**config.mk**
```make
export PLATFORM = sky130hd
export DESIGN_NAME = control_sequencer_flat
export DESIGN_NICKNAME = d
export VERILOG_FILES = /design/src/rtl/cu_pkg.sv /design/src/rtl/control_sequencer_if.sv /design/src/rtl/cu_decode.sv /design/src/rtl/control_sequencer.sv /design/src/flat_wrapper.sv
export SDC_FILE = /design/constraint.sdc
export NUM_CORES = 1
export LEC_CHECK = 0
export CORE_MARGIN = 2
export CORE_UTILIZATION = 36
export DETAILED_ROUTE_END_ITERATION = 16
export PLACE_DENSITY = 0.88
export SLEW_MARGIN = 20
export SYNTH_ARGS = -nofsm -noshare
export SYNTH_HDL_FRONTEND = slang
export SYNTH_HIERARCHICAL = 1
export SYNTH_SLANG_ARGS = --single-unit
```
**constraint.sdc**
```tcl
create_clock -name clk -period 2.5 [get_ports clk]
set_input_delay 0.25 -clock clk [delete_from_list [all_inputs] [get_ports clk]]
set_output_delay 0.25 -clock clk [all_outputs]
set_load 0.01 [all_outputs]
```
**src/rtl/cu_pkg.sv**
```systemverilog
// Shared definitions for the hardwired control sequencer: opcodes, FSM states,
// instruction classes and strobe bit positions.
// No logic or latency of its own; purely declarations plus one helper function.
// STEPWAIT exists only when CU_SINGLE_STEP_EN is defined.
package cu_pkg;

  // Opcodes live in IR[BITS-1:BITS-5]
  localparam logic [4:0] OP_LD   = 5'd0;
  localparam logic [4:0] OP_LDI  = 5'd1;
  localparam logic [4:0] OP_ST   = 5'd2;
  localparam logic [4:0] OP_ADD  = 5'd3;
  localparam logic [4:0] OP_SUB  = 5'd4;
  localparam logic [4:0] OP_SHR  = 5'd5;
  localparam logic [4:0] OP_SHL  = 5'd6;
  localparam logic [4:0] OP_ROR  = 5'd7;
  localparam logic [4:0] OP_ROL  = 5'd8;
  localparam logic [4:0] OP_AND  = 5'd9;
  localparam logic [4:0] OP_OR   = 5'd10;
  localparam logic [4:0] OP_ADDI = 5'd11;
  localparam logic [4:0] OP_ANDI = 5'd12;
  localparam logic [4:0] OP_ORI  = 5'd13;
  localparam logic [4:0] OP_MUL  = 5'd14;
  localparam logic [4:0] OP_DIV  = 5'd15;
  localparam logic [4:0] OP_NEG  = 5'd16;
  localparam logic [4:0] OP_NOT  = 5'd17;
  localparam logic [4:0] OP_BR   = 5'd18;
  localparam logic [4:0] OP_JR   = 5'd19;
  localparam logic [4:0] OP_IN   = 5'd21;
  localparam logic [4:0] OP_OUT  = 5'd22;
  localparam logic [4:0] OP_NOP  = 5'd25;
  localparam logic [4:0] OP_HALT = 5'd26;

  typedef enum logic [3:0] {
    FETCH0, FETCH1, FETCH2,
    EX3, EX4, EX5, EX6, EX7,
    STOPPED, HALTED
`ifdef CU_SINGLE_STEP_EN
    , STEPWAIT
`endif
  } state_e;

  typedef enum logic [3:0] {
    CLS_NOP, CLS_LD, CLS_LDI, CLS_ST, CLS_ALU_R, CLS_ALU_I, CLS_MULDIV,
    CLS_UNARY, CLS_BR, CLS_JR, CLS_IN, CLS_OUT, CLS_HALT, CLS_ILLEGAL
  } cls_e;

  // ld_en bit positions
  localparam int LD_CONIN    = 0;
  localparam int LD_PCIN     = 1;
  localparam int LD_IRIN     = 2;
  localparam int LD_RYIN     = 3;
  localparam int LD_RZIN     = 4;
  localparam int LD_MARIN    = 5;
  localparam int LD_HILOIN   = 6;
  localparam int LD_OUTPUTIN = 7;
  localparam int LD_INTERIN  = 8;
  localparam int LD_MDRIN    = 9;

  // drv_en bit positions
  localparam int DRV_INPUTOUT = 0;
  localparam int DRV_MDROUT   = 1;
  localparam int DRV_HILOOUT  = 2;
  localparam int DRV_RZOUT    = 3;
  localparam int DRV_PCOUT    = 4;
  localparam int DRV_COUT     = 5;
  localparam int DRV_INTEROUT = 6;
  localparam int DRV_BAOUT    = 7;

  // reg_sel bit positions
  localparam int RS_GRA  = 0;
  localparam int RS_GRB  = 1;
  localparam int RS_GRC  = 2;
  localparam int RS_ROUT = 3;
  localparam int RS_RIN  = 4;

  // alu_op bit positions
  localparam int ALU_ADD    = 0;
  localparam int ALU_SUB    = 1;
  localparam int ALU_MUL    = 2;
  localparam int ALU_DIV    = 3;
  localparam int ALU_SHR    = 4;
  localparam int ALU_SHL    = 5;
  localparam int ALU_ROR    = 6;
  localparam int ALU_ROL    = 7;
  localparam int ALU_AND    = 8;
  localparam int ALU_OR     = 9;
  localparam int ALU_NEGATE = 10;
  localparam int ALU_NOT    = 11;
  localparam int ALU_INCPC  = 12;

  // Final execute state of each instruction class
  function automatic state_e last_state(input cls_e c);
    case (c)
      CLS_LD, CLS_ST:                              return EX7;
      CLS_BR:                                      return EX6;
      CLS_LDI, CLS_ALU_R, CLS_ALU_I, CLS_MULDIV:   return EX5;
      CLS_UNARY:                                   return EX4;
      default:                                     return EX3;
    endcase
  endfunction

endpackage

```
**src/rtl/control_sequencer_if.sv**
```systemverilog
// Bundle between the control sequencer (master) and the datapath (slave).
// No latency; wires only. No backpressure: strobes are unconditional levels.
// Ports: IR/CON/stop/step into the sequencer; strobe groups, Read/Write, run, illegal_op out.
interface control_sequencer_if #(parameter int BITS = 32);
  logic [BITS-1:0] IR;
  logic            CON;
  logic            stop;
  logic            step;
  logic [9:0]      ld_en;
  logic [7:0]      drv_en;
  logic [4:0]      reg_sel;
  logic [12:0]     alu_op;
  logic            Read;
  logic            Write;
  logic            run;
  logic            illegal_op;

  modport master (
    input  IR, CON, stop, step,
    output ld_en, drv_en, reg_sel, alu_op, Read, Write, run, illegal_op
  );

  modport slave (
    output IR, CON, stop, step,
    input  ld_en, drv_en, reg_sel, alu_op, Read, Write, run, illegal_op
  );
endinterface

```
**src/rtl/cu_decode.sv**
```systemverilog
// Opcode decoder: maps the 5-bit opcode to an instruction class and ALU op one-hot.
// Purely combinational, zero latency. No backpressure.
// Ports: opcode in; cls (instruction class) and alu_onehot (at most one bit set) out.
module cu_decode
  import cu_pkg::*;
(
  input  logic [4:0]  opcode,
  output cls_e        cls,
  output logic [12:0] alu_onehot
);

  always_comb begin
    cls        = CLS_ILLEGAL;
    alu_onehot = '0;
    case (opcode)
      OP_LD:   cls = CLS_LD;
      OP_LDI:  cls = CLS_LDI;
      OP_ST:   cls = CLS_ST;
      OP_ADD:  begin cls = CLS_ALU_R;  alu_onehot[ALU_ADD]    = 1'b1; end
      OP_SUB:  begin cls = CLS_ALU_R;  alu_onehot[ALU_SUB]    = 1'b1; end
      OP_SHR:  begin cls = CLS_ALU_R;  alu_onehot[ALU_SHR]    = 1'b1; end
      OP_SHL:  begin cls = CLS_ALU_R;  alu_onehot[ALU_SHL]    = 1'b1; end
      OP_ROR:  begin cls = CLS_ALU_R;  alu_onehot[ALU_ROR]    = 1'b1; end
      OP_ROL:  begin cls = CLS_ALU_R;  alu_onehot[ALU_ROL]    = 1'b1; end
      OP_AND:  begin cls = CLS_ALU_R;  alu_onehot[ALU_AND]    = 1'b1; end
      OP_OR:   begin cls = CLS_ALU_R;  alu_onehot[ALU_OR]     = 1'b1; end
      OP_ADDI: begin cls = CLS_ALU_I;  alu_onehot[ALU_ADD]    = 1'b1; end
      OP_ANDI: begin cls = CLS_ALU_I;  alu_onehot[ALU_AND]    = 1'b1; end
      OP_ORI:  begin cls = CLS_ALU_I;  alu_onehot[ALU_OR]     = 1'b1; end
      OP_MUL:  begin cls = CLS_MULDIV; alu_onehot[ALU_MUL]    = 1'b1; end
      OP_DIV:  begin cls = CLS_MULDIV; alu_onehot[ALU_DIV]    = 1'b1; end
      OP_NEG:  begin cls = CLS_UNARY;  alu_onehot[ALU_NEGATE] = 1'b1; end
      OP_NOT:  begin cls = CLS_UNARY;  alu_onehot[ALU_NOT]    = 1'b1; end
      OP_BR:   cls = CLS_BR;
      OP_JR:   cls = CLS_JR;
      OP_IN:   cls = CLS_IN;
      OP_OUT:  cls = CLS_OUT;
      OP_NOP:  cls = CLS_NOP;
      OP_HALT: cls = CLS_HALT;
      default: cls = CLS_ILLEGAL;
    endcase
  end

endmodule

```
**src/rtl/control_sequencer.sv**
```systemverilog
// Hardwired fetch/decode/execute control unit: one FSM state per clk, strobes decoded from state.
// Latency: strobes for a state are valid for the whole cycle that state is held; 3 fetch + 1..5 execute cycles.
// No backpressure; stop (level) parks the FSM between instructions. Optional CU_SINGLE_STEP_EN adds STEPWAIT.
// Ports: clk, reset (async active-low), cu (master modport: IR/CON/stop/step in; strobes, run, illegal_op out).
module control_sequencer
  import cu_pkg::*;
#(
  parameter int BITS = 32
) (
  input  logic                 clk,
  input  logic                 reset,
  control_sequencer_if.master  cu
);

  state_e      state_q, state_d;
  cls_e        cls;
  logic [12:0] alu_sel;
  logic        seq_end;

  logic [9:0]  ld;
  logic [7:0]  drv;
  logic [4:0]  rsel;
  logic [12:0] alu;
  logic        rd, wr, run_s, ill;

  // IR only changes at the end of FETCH2, so decoding it live is stable across the execute states.
  cu_decode u_decode (
    .opcode     (cu.IR[BITS-1 -: 5]),
    .cls        (cls),
    .alu_onehot (alu_sel)
  );

  assign seq_end = (state_q == last_state(cls));

`ifdef CU_SINGLE_STEP_EN
  logic step_q;
  logic step_rise;
  logic unused_bits;
  assign unused_bits = ^cu.IR[BITS-6:0];

  always_ff @(posedge clk or negedge reset) begin
    if (!reset) step_q <= 1'b0;
    else        step_q <= cu.step;
  end
  assign step_rise = cu.step & ~step_q;
`else
  logic unused_bits;
  assign unused_bits = ^{cu.step, cu.IR[BITS-6:0]};
`endif

  always_ff @(posedge clk or negedge reset) begin
    if (!reset) state_q <= FETCH0;
    else        state_q <= state_d;
  end

  always_comb begin
    state_d = state_q;
    case (state_q)
      FETCH0: state_d = FETCH1;
      FETCH1: state_d = FETCH2;
      FETCH2: state_d = EX3;
      EX3, EX4, EX5, EX6, EX7: begin
        if (seq_end) begin
          // halt wins over stop; stop is only honoured at an instruction boundary
          if (cls == CLS_HALT)  state_d = HALTED;
          else if (cu.stop)     state_d = STOPPED;
`ifdef CU_SINGLE_STEP_EN
          else                  state_d = STEPWAIT;
`else
          else                  state_d = FETCH0;
`endif
        end else begin
          case (state_q)
            EX3:     state_d = EX4;
            EX4:     state_d = EX5;
            EX5:     state_d = EX6;
            default: state_d = EX7;
          endcase
        end
      end
      STOPPED: if (!cu.stop) state_d = FETCH0;
      HALTED:  state_d = HALTED;
`ifdef CU_SINGLE_STEP_EN
      STEPWAIT: begin
        if (cu.stop)        state_d = STOPPED;
        else if (step_rise) state_d = FETCH0;
      end
`endif
      default: state_d = FETCH0;
    endcase
  end

  always_comb begin
    ld    = '0;
    drv   = '0;
    rsel  = '0;
    alu   = '0;
    rd    = 1'b0;
    wr    = 1'b0;
    run_s = 1'b1;
    ill   = 1'b0;
    case (state_q)
      FETCH0: begin
        drv[DRV_PCOUT] = 1'b1; ld[LD_MARIN] = 1'b1; alu[ALU_INCPC] = 1'b1; ld[LD_RZIN] = 1'b1;
      end
      FETCH1: begin
        drv[DRV_RZOUT] = 1'b1; ld[LD_PCIN] = 1'b1; rd = 1'b1; ld[LD_MDRIN] = 1'b1;
      end
      FETCH2: begin
        drv[DRV_MDROUT] = 1'b1; ld[LD_IRIN] = 1'b1;
      end
      EX3: begin
        case (cls)
          CLS_LD, CLS_LDI, CLS_ST: begin
            rsel[RS_GRB] = 1'b1; drv[DRV_BAOUT] = 1'b1; ld[LD_RYIN] = 1'b1;
          end
          CLS_ALU_R, CLS_ALU_I: begin
            rsel[RS_GRB] = 1'b1; rsel[RS_ROUT] = 1'b1; ld[LD_RYIN] = 1'b1;
          end
          CLS_MULDIV: begin
            rsel[RS_GRA] = 1'b1; rsel[RS_ROUT] = 1'b1; ld[LD_RYIN] = 1'b1;
          end
          CLS_UNARY: begin
            rsel[RS_GRB] = 1'b1; rsel[RS_ROUT] = 1'b1; alu = alu_sel; ld[LD_RZIN] = 1'b1;
          end
          CLS_BR: begin
            rsel[RS_GRA] = 1'b1; rsel[RS_ROUT] = 1'b1; ld[LD_CONIN] = 1'b1;
          end
          CLS_JR: begin
            rsel[RS_GRA] = 1'b1; rsel[RS_ROUT] = 1'b1; ld[LD_PCIN] = 1'b1;
          end
          CLS_IN: begin
            drv[DRV_INPUTOUT] = 1'b1; rsel[RS_GRA] = 1'b1; rsel[RS_RIN] = 1'b1;
          end
          CLS_OUT: begin
            rsel[RS_GRA] = 1'b1; rsel[RS_ROUT] = 1'b1; ld[LD_OUTPUTIN] = 1'b1;
          end
          CLS_ILLEGAL: ill = 1'b1;
          default: ;
        endcase
      end
      EX4: begin
        case (cls)
          CLS_LD, CLS_LDI, CLS_ST: begin
            drv[DRV_COUT] = 1'b1; alu[ALU_ADD] = 1'b1; ld[LD_RZIN] = 1'b1;
          end
          CLS_ALU_R: begin
            rsel[RS_GRC] = 1'b1; rsel[RS_ROUT] = 1'b1; alu = alu_sel; ld[LD_RZIN] = 1'b1;
          end
          CLS_ALU_I: begin
            drv[DRV_COUT] = 1'b1; alu = alu_sel; ld[LD_RZIN] = 1'b1;
          end
          CLS_MULDIV: begin
            rsel[RS_GRB] = 1'b1; rsel[RS_ROUT] = 1'b1; alu = alu_sel; ld[LD_RZIN] = 1'b1;
          end
          CLS_UNARY: begin
            drv[DRV_RZOUT] = 1'b1; rsel[RS_GRA] = 1'b1; rsel[RS_RIN] = 1'b1;
          end
          CLS_BR: begin
            drv[DRV_PCOUT] = 1'b1; ld[LD_RYIN] = 1'b1;
          end
          default: ;
        endcase
      end
      EX5: begin
        case (cls)
          CLS_LD, CLS_ST: begin
            drv[DRV_RZOUT] = 1'b1; ld[LD_MARIN] = 1'b1;
          end
          CLS_LDI, CLS_ALU_R, CLS_ALU_I: begin
            drv[DRV_RZOUT] = 1'b1; rsel[RS_GRA] = 1'b1; rsel[RS_RIN] = 1'b1;
          end
          CLS_MULDIV: begin
            drv[DRV_RZOUT] = 1'b1; ld[LD_HILOIN] = 1'b1;
          end
          CLS_BR: begin
            drv[DRV_COUT] = 1'b1; alu[ALU_ADD] = 1'b1; ld[LD_RZIN] = 1'b1;
          end
          default: ;
        endcase
      end
      EX6: begin
        case (cls)
          CLS_LD: begin
            rd = 1'b1; ld[LD_MDRIN] = 1'b1;
          end
          CLS_ST: begin
            rsel[RS_GRA] = 1'b1; rsel[RS_ROUT] = 1'b1; ld[LD_MDRIN] = 1'b1;
          end
          CLS_BR: begin
            // branch target only committed when the latched condition holds
            drv[DRV_RZOUT] = 1'b1; ld[LD_PCIN] = cu.CON;
          end
          default: ;
        endcase
      end
      EX7: begin
        case (cls)
          CLS_LD: begin
            drv[DRV_MDROUT] = 1'b1; rsel[RS_GRA] = 1'b1; rsel[RS_RIN] = 1'b1;
          end
          CLS_ST: wr = 1'b1;
          default: ;
        endcase
      end
      STOPPED, HALTED: run_s = 1'b0;
`ifdef CU_SINGLE_STEP_EN
      STEPWAIT: run_s = 1'b0;
`endif
      default: ;
    endcase
  end

  // While reset is held every strobe is forced low at once, so an aborted store never writes.
  assign cu.ld_en      = reset ? ld   : '0;
  assign cu.drv_en     = reset ? drv  : '0;
  assign cu.reg_sel    = reset ? rsel : '0;
  assign cu.alu_op     = reset ? alu  : '0;
  assign cu.Read       = reset & rd;
  assign cu.Write      = reset & wr;
  assign cu.illegal_op = reset & ill;
  assign cu.run        = ~reset | run_s;

endmodule

```
**src/flat_wrapper.sv**
```systemverilog
// flat-port wrapper written by rule: the top's interface ports become plain ports
module control_sequencer_flat import cu_pkg::*;
#(
  parameter int BITS = 32
)
  (clk, reset, cu_IR, cu_CON, cu_stop, cu_step, cu_ld_en, cu_drv_en, cu_reg_sel, cu_alu_op, cu_Read, cu_Write, cu_run, cu_illegal_op);
  control_sequencer_if #(.BITS(BITS)) cu_i ();
  input  logic clk;
  input  logic reset;
  input wire logic [$bits(cu_i.IR)-1:0] cu_IR;
  input wire logic [$bits(cu_i.CON)-1:0] cu_CON;
  input wire logic [$bits(cu_i.stop)-1:0] cu_stop;
  input wire logic [$bits(cu_i.step)-1:0] cu_step;
  output wire logic [$bits(cu_i.ld_en)-1:0] cu_ld_en;
  output wire logic [$bits(cu_i.drv_en)-1:0] cu_drv_en;
  output wire logic [$bits(cu_i.reg_sel)-1:0] cu_reg_sel;
  output wire logic [$bits(cu_i.alu_op)-1:0] cu_alu_op;
  output wire logic [$bits(cu_i.Read)-1:0] cu_Read;
  output wire logic [$bits(cu_i.Write)-1:0] cu_Write;
  output wire logic [$bits(cu_i.run)-1:0] cu_run;
  output wire logic [$bits(cu_i.illegal_op)-1:0] cu_illegal_op;
  assign cu_i.IR = cu_IR;
  assign cu_i.CON = cu_CON;
  assign cu_i.stop = cu_stop;
  assign cu_i.step = cu_step;
  assign cu_ld_en = cu_i.ld_en;
  assign cu_drv_en = cu_i.drv_en;
  assign cu_reg_sel = cu_i.reg_sel;
  assign cu_alu_op = cu_i.alu_op;
  assign cu_Read = cu_i.Read;
  assign cu_Write = cu_i.Write;
  assign cu_run = cu_i.run;
  assign cu_illegal_op = cu_i.illegal_op;
  control_sequencer #(.BITS(BITS)) u_core (.clk(clk), .reset(reset), .cu(cu_i));
endmodule
```
* Word level (Yosys, flattened, before mapping)
Memory sizes are Yosys's and may differ from the RTL's.
Cells that the tools add are included.
** Operators by class
- Bitwise logic cells :: 5
- Eq/ne operators :: 47
- Muxes and demuxes :: 73
- Reduce and logical (&&, ||, !) cells :: 21
** Operator list (count)
- 4-bit case mux with 13 select lines :: 1
- 1-bit 2-to-1 mux :: 42
- 5-bit by 4-bit == test with 1-bit output, second input constant :: 8
- 5-bit == test, second input constant :: 8
- 4-bit by 3-bit == test with 1-bit output, second input constant :: 8
- 4-bit == test, second input constant :: 8
- 4-bit case mux with 6 select lines :: 1
- 11-bit case mux with 2 select lines :: 1
- 5-bit by 3-bit == test with 1-bit output, second input constant :: 4
- 1-bit case mux with 2 select lines :: 9
- 4-bit by 2-bit == test with 1-bit output, second input constant :: 4
- 4-bit 2-to-1 mux :: 4
- 2-bit OR reduction :: 8
- 13-bit 2-to-1 mux :: 1
- 12-bit 2-to-1 mux :: 1
- 1-bit case mux with 3 select lines :: 4
- 1-bit case mux with 4 select lines :: 3
- 3-bit OR reduction :: 4
- 6-bit OR reduction :: 2
- 11-bit 2-to-1 mux :: 1
- 5-bit by 2-bit == test with 1-bit output, second input constant :: 2
- 10-bit 2-to-1 mux :: 1
- 5-bit OR reduction :: 2
- 4-bit by 1-bit == test with 1-bit output, second input constant :: 2
- 15 further kinds :: 17
** Storage, ports and cells
- Flip-flop bits (word level) :: 4
- Logic and storage cells :: 148
- Memories kept :: 1
- Bits in read-only memories :: 48
** Memories
- (no name shown) :: words 16, bits a word 3, rd ports 1, clocked after memory_dff 0, wr ports 0, RTL line cu_pkg.sv:93 : case (c)

* Depth between registers and ports, before layout
- Depth after elaboration :: 8
- Depth in mapped cells :: 11
- Depth with buffers taken out :: 8

* By module
The synthesis kept the hierarchy.
** Modules (own cells, without submodules)
- control_sequencer :: area each 1084.8 µm², sequential area each 100.1 µm², cells each 173, times used 1
- cu_decode :: area each 325.3 µm², sequential area each 0.0 µm², cells each 53, times used 1

* Least setup slack after synthesis
OpenSTA, ideal clock, no wires.
- Path type :: input to output
- Start point :: input cu_IR[27]
- End point :: output cu_ld_en[4]
- Arrival :: 2259 ps
- Path slack :: -9 ps
- Data required time :: 2250 ps
- Path buffers :: 2
- Cell stages on the path :: 10
- Cells stage by stage :: nand2b_1 -> o31ai_1 -> a21o_1 -> clkbuf_1 -> or2_1 -> clkbuf_1 -> a31oi_1 -> a2111oi_0 -> nor2_1 -> o22ai_1
** On the way
- Cells in the longest elaborated chain, start to end :: 8
- Elaborated cells on any way between the ends :: 43
- Those cells by class :: eq/ne (31); mux (6); reduce/logical (6)
** RTL lines
- start, declared :: RTL line flat_wrapper.sv:10 : input wire logic [$bits(cu_i.IR)-1:0] cu_IR;
- 5-bit by 4-bit == test with 1-bit output, or another cell as far along :: RTL line cu_decode.sv:15 : case (opcode)
- 8-bit OR reduction (no source line), or another cell as far along
- 4-bit case mux with 13 select lines * :: RTL line cu_decode.sv:15
- named net u_core.cls[1] :: RTL line control_sequencer.sv:16 : cls_e cls;
- 4-bit by 3-bit == test with 1-bit output, or another cell as far along :: RTL line control_sequencer.sv:143 : case (cls)
- 6-bit OR reduction (no source line)
- 1-bit 2-to-1 mux :: RTL line control_sequencer.sv:143
- 1-bit case mux with 4 select lines * :: RTL line control_sequencer.sv:102 : case (state_q)
- 10-bit 2-to-1 mux * :: RTL line control_sequencer.sv:215 : assign cu.ld_en = reset ? ld : '0;
- end, declared :: RTL line flat_wrapper.sv:14 : output wire logic [$bits(cu_i.ld_en)-1:0] cu_ld_en;
Mark *: on every way through the listed nets, which the timed path passes. The rest lies on a longest branch.

* Worst setup path in the final report
- Start point :: input cu_IR[31]
- End point :: output cu_drv_en[5]
** On the way
- Cells in the longest elaborated chain, start to end :: 8
- Elaborated cells on any way between the ends :: 39
- Those cells by class :: eq/ne (28); mux (5); reduce/logical (6)
** RTL lines
- 5-bit by 4-bit == test with 1-bit output, or another cell as far along :: RTL line cu_decode.sv:15
- 8-bit OR reduction (no source line), or another cell as far along
- 4-bit case mux with 13 select lines * :: RTL line cu_decode.sv:15
- named net u_core.cls[1] :: RTL line control_sequencer.sv:16
- 4-bit by 2-bit == test with 1-bit output, or another cell as far along :: RTL line control_sequencer.sv:143
- 4-bit OR reduction (no source line)
- 1-bit 2-to-1 mux :: RTL line control_sequencer.sv:143
- 1-bit case mux with 2 select lines * :: RTL line control_sequencer.sv:102
- 8-bit 2-to-1 mux * :: RTL line control_sequencer.sv:216 : assign cu.drv_en = reset ? drv : '0;
- end, declared :: RTL line flat_wrapper.sv:15 : output wire logic [$bits(cu_i.drv_en)-1:0] cu_drv_en;
Marks and branches as above.

==> results.md <==
- Synthesized flop and latch total: 4
- Via count: approximately 2,500
- RR Startpoint: u_core/state_q[2]$_DFFE_PN0P_
- Worst Tran Pin Value: between 0.5 and 0.6 ns
- Largest net degree at the start of global routing: 22
- Kind of end point of the critical path: output pin
- DR pass1 iterations: 5
- Worst Setup Start Kind: input port
- Slew margin rel.: 66.2%
- CP max-delay cell: maj3_2
- Core area: 3720 µm²
- F_max: 0.377 GHz
- Leak Pwr: 1.30 nW
- Die area: around 4400 µm²
- Finish-stage setup viols: 15
- Final HPWL DP: 4420 µm
- Final WL: 8730 µm
- Critical Path RT: around 2.3 ns
- CP max stage delay: 0.34 ns
- Final Cycle Share: 106%
- R2R cell count: 6
- Power Density: approximately 660 nW/µm²
- Post-synth EDFFs: 0
- Number of flip-flops in the largest register: 4
- Vias in the first global route: ~2,300
- P&R area growth vs syn: 96.3%
- Initial DRC Count: around 370
- Final hold vios: 0
- Status: finished, violations left
- Synth warn: 6
- First-pass GRT wire length: about 11,000 µm
- DRC: 0
- TritonCTS Buffers: 3
- Avg Cell Area, Syn: 6.24 µm²
- Routed Antenna Nets: 0
- Max Buffers Root-to-Sink: 2
- Largest register by flop count: u_core/state_q
- Htree depth: 1
- GPL Wtd Cong: around 0.96
- Nets: 383
- Failing checks: negative setup slack
- Worst skew pair latency: 0.22 ns
- FF-to-FF End: u_core/state_q[0]$_DFFE_PN0P_
- Largest regs: u_core/state_q: 4 flops
- Pre-CTS WS: -0.918 ns
- Cell breakdown of the critical path: buf_8, buf_8, maj3_2, a21o_2, buf_4, buf_4, nand2b_1, nor2b_1, nor3_1, o21a_1, dlygate4sd2_1
- # IOs: 77
- Post-Route Utilization: 74.5%
- Antenna cells: 0
- Seq/Total Area, Yosys: under 10%
- Min setup slack post-route: -0.155 ns
- Antenna violations before repair: 0
- Worst VDD drop: 0.000568 V
- CTS sink cnt: 4
- GRT Residual Overflow: 0
- Cells after Synth: 226
- Reg-to-reg slack, setup: 0.37 ns
- Max cap viols: 0
- RSZ-0062 raised after global routing: true
- Die W: 66.6 µm
- Mapped cell area: roughly 1400 µm²
- Wirelength per Cell: approximately 22 µm
- Synth cell types: 58
- Row count: 22
- Final setup TNS: -0.872 ns
- TritonCTS clock tree: done
- Layout cells sized above 1: 46.8%
- Worst Skew: 0.00316 ns
- Vias per cell: 6.50
- Die Ht: 66.6 µm
- Setup CP Type: in -> out
- Hold buffer count at CTS: 0
- Port buffer count: between 40 and 50
- Worst Path Arrival: 2.40 ns
- Synth Flop Type: dfrtp_1
- Tmin final: around 2.7 ns
- Clock transition at path regs: 0.03 ns
- Initial Util: between 30% and 40%
- All-Layer GR Usage: between 30% and 40%
- Max Transition Viols Final: 0
- Hold_ws: 0.491 ns
- Worst min path class: in -> async
- Root Driver: clkbuf_8
- Post-synth ARST share: 100%
- CP Max Fanout: 7
## logic make-up (layout without fill, tap and decap cells)
family / count (synthesis) / after routing / share of synthesized area, %
and+or+nand+nor: 136 / 136 / 51.7
AOI/OAI and AO/OA: 50 / 52 / 25.4
DFF: 4 / 4 / 7.10
muxes: 2 / 2 / 1.60
other: 2 / 4 / 0.533
xor gates and xnor gates: 7 / 7 / 4.35
adders and majority gates: 1 / 1 / 0.799
buffers and inverters: 24 / 138 / 8.52
## Yosys cell counts, types with 2 or more instances
cell type,count,share of area [%]
o21bai_1,2,1.1
a211o_1,2,1.2
o211a_1,2,1.4
a21o_1,2,1.1
nor3_1,13,4.6
nand3_1,6,2.1
buf_2,6,2.1
o21a_1,2,1.1
a22oi_1,2,1.1
a31oi_1,2,0.89
a2bb2oi_1,3,1.9
o21ai_1,3,1.1
conb_1,2,0.53
clkbuf_1,9,2.4
nor3b_1,3,1.6
xor2_1,2,1.2
nor2_1,36,9.6
dfrtp_1,4,7.1
mux2_2,2,1.6
nand2_1,20,5.3
buf_4,6,3.2
o22ai_1,5,2.2
xnor2_1,5,3.1
o31ai_1,2,1.1
nand2b_1,14,6.2
nand4b_1,2,1.2
nand3b_1,2,1.1
and2_1,13,5.8
a32oi_1,2,1.2
nor4_1,4,1.8
a21oi_1,9,3.2
nor2b_1,10,4.4
o21ai_0,3,1.1
inv_1,2,0.53
## critical path, delay by kind of cell
| kind | cells | cell delay, ns |
|---|---|---|
| fa+ha+maj | 1 | 0.34 |
| compound gates | 2 | 0.43 |
| simple gates | 3 | 0.59 |
| buf+inv | 5 | 0.78 |
## area by class of cell
cell class / count / area [µm²]
multi-input combinational: 202 / 1500
timing repair buffer: 133 / 1060
fill: 253 / 948
inverter: 2 / 7.51
tap: 48 / 60.1
clock buffer: 3 / 41.3
sequential: 4 / 100
## report_power, final
group | leakage (nW) | switching (mW) | total (mW) | internal [mW]
sequential | 0.0477 | 0.0416 | 0.142 | 0.100
clock | 0.0216 | 0.0310 | 0.133 | 0.102
combinational | 1.23 | 0.894 | 1.55 | 0.655
total | 1.30 | 0.966 | 1.82 | 0.858
## through the flow
stage               instances  cell area [µm²]  power, mW
finish                    392             2770       1.82
global route              392             2770       1.89
CTS                       391             2590       1.57
detailed placement        376             2390       1.37
global placement          376             2390       1.33
floorplan                 228             1420      0.800
## per-layer routing
metal | share of wire [%] | GRT usage [%] | wire length, µm
met5 | 0 | 0 | 0
met4 | 5.7 | 17.6 | 501
met3 | 11 | 5.91 | 944
met2 | 46 | 56.8 | 4060
met1 | 37 | 38.8 | 3230
## worst max-delay path by stage
stage                         start                             to  slack (ns)  cells past startpoint
after CTS                 cu_IR[31]  u_core/state_q[0]$_DFFE_PN0P_       -0.08                     12
after global placement    cu_IR[29]                    cu_ld_en[4]       -0.82                      9
after global routing      cu_IR[31]                   cu_drv_en[5]       -0.19                     11
after detailed placement  cu_IR[29]                    cu_ld_en[4]       -0.92                      9
final                     cu_IR[31]                   cu_drv_en[5]       -0.15                     11
after floorplan           cu_IR[27]  u_core/state_q[0]$_DFFE_PN0P_      0.0002                      8
## placed cells by master, fill, tap and decap left out, types with 5 or more instances in the layout
cell	count
nand2b_1	11
nor3_1	9
buf_6	9
a21oi_1	6
nor2b_1	8
dlygate4sd2_1	20
nor2_1	29
buf_4	81
buf_2	5
clkbuf_2	8
and2_1	13
clkdlybuf4s50_1	7
nand2_1	18
## timing repair
action / 4_1_cts / 5_1_grt
pin swaps: 10 / 22
hold endpoints to repair: 0 / 0
gates cloned: 4 / 0
resized for setup: 99 / 60
buffers inserted: 8 / 4
endpoints found under the setup margin: 38 / 33
Power figures use the tool's default switching activity.
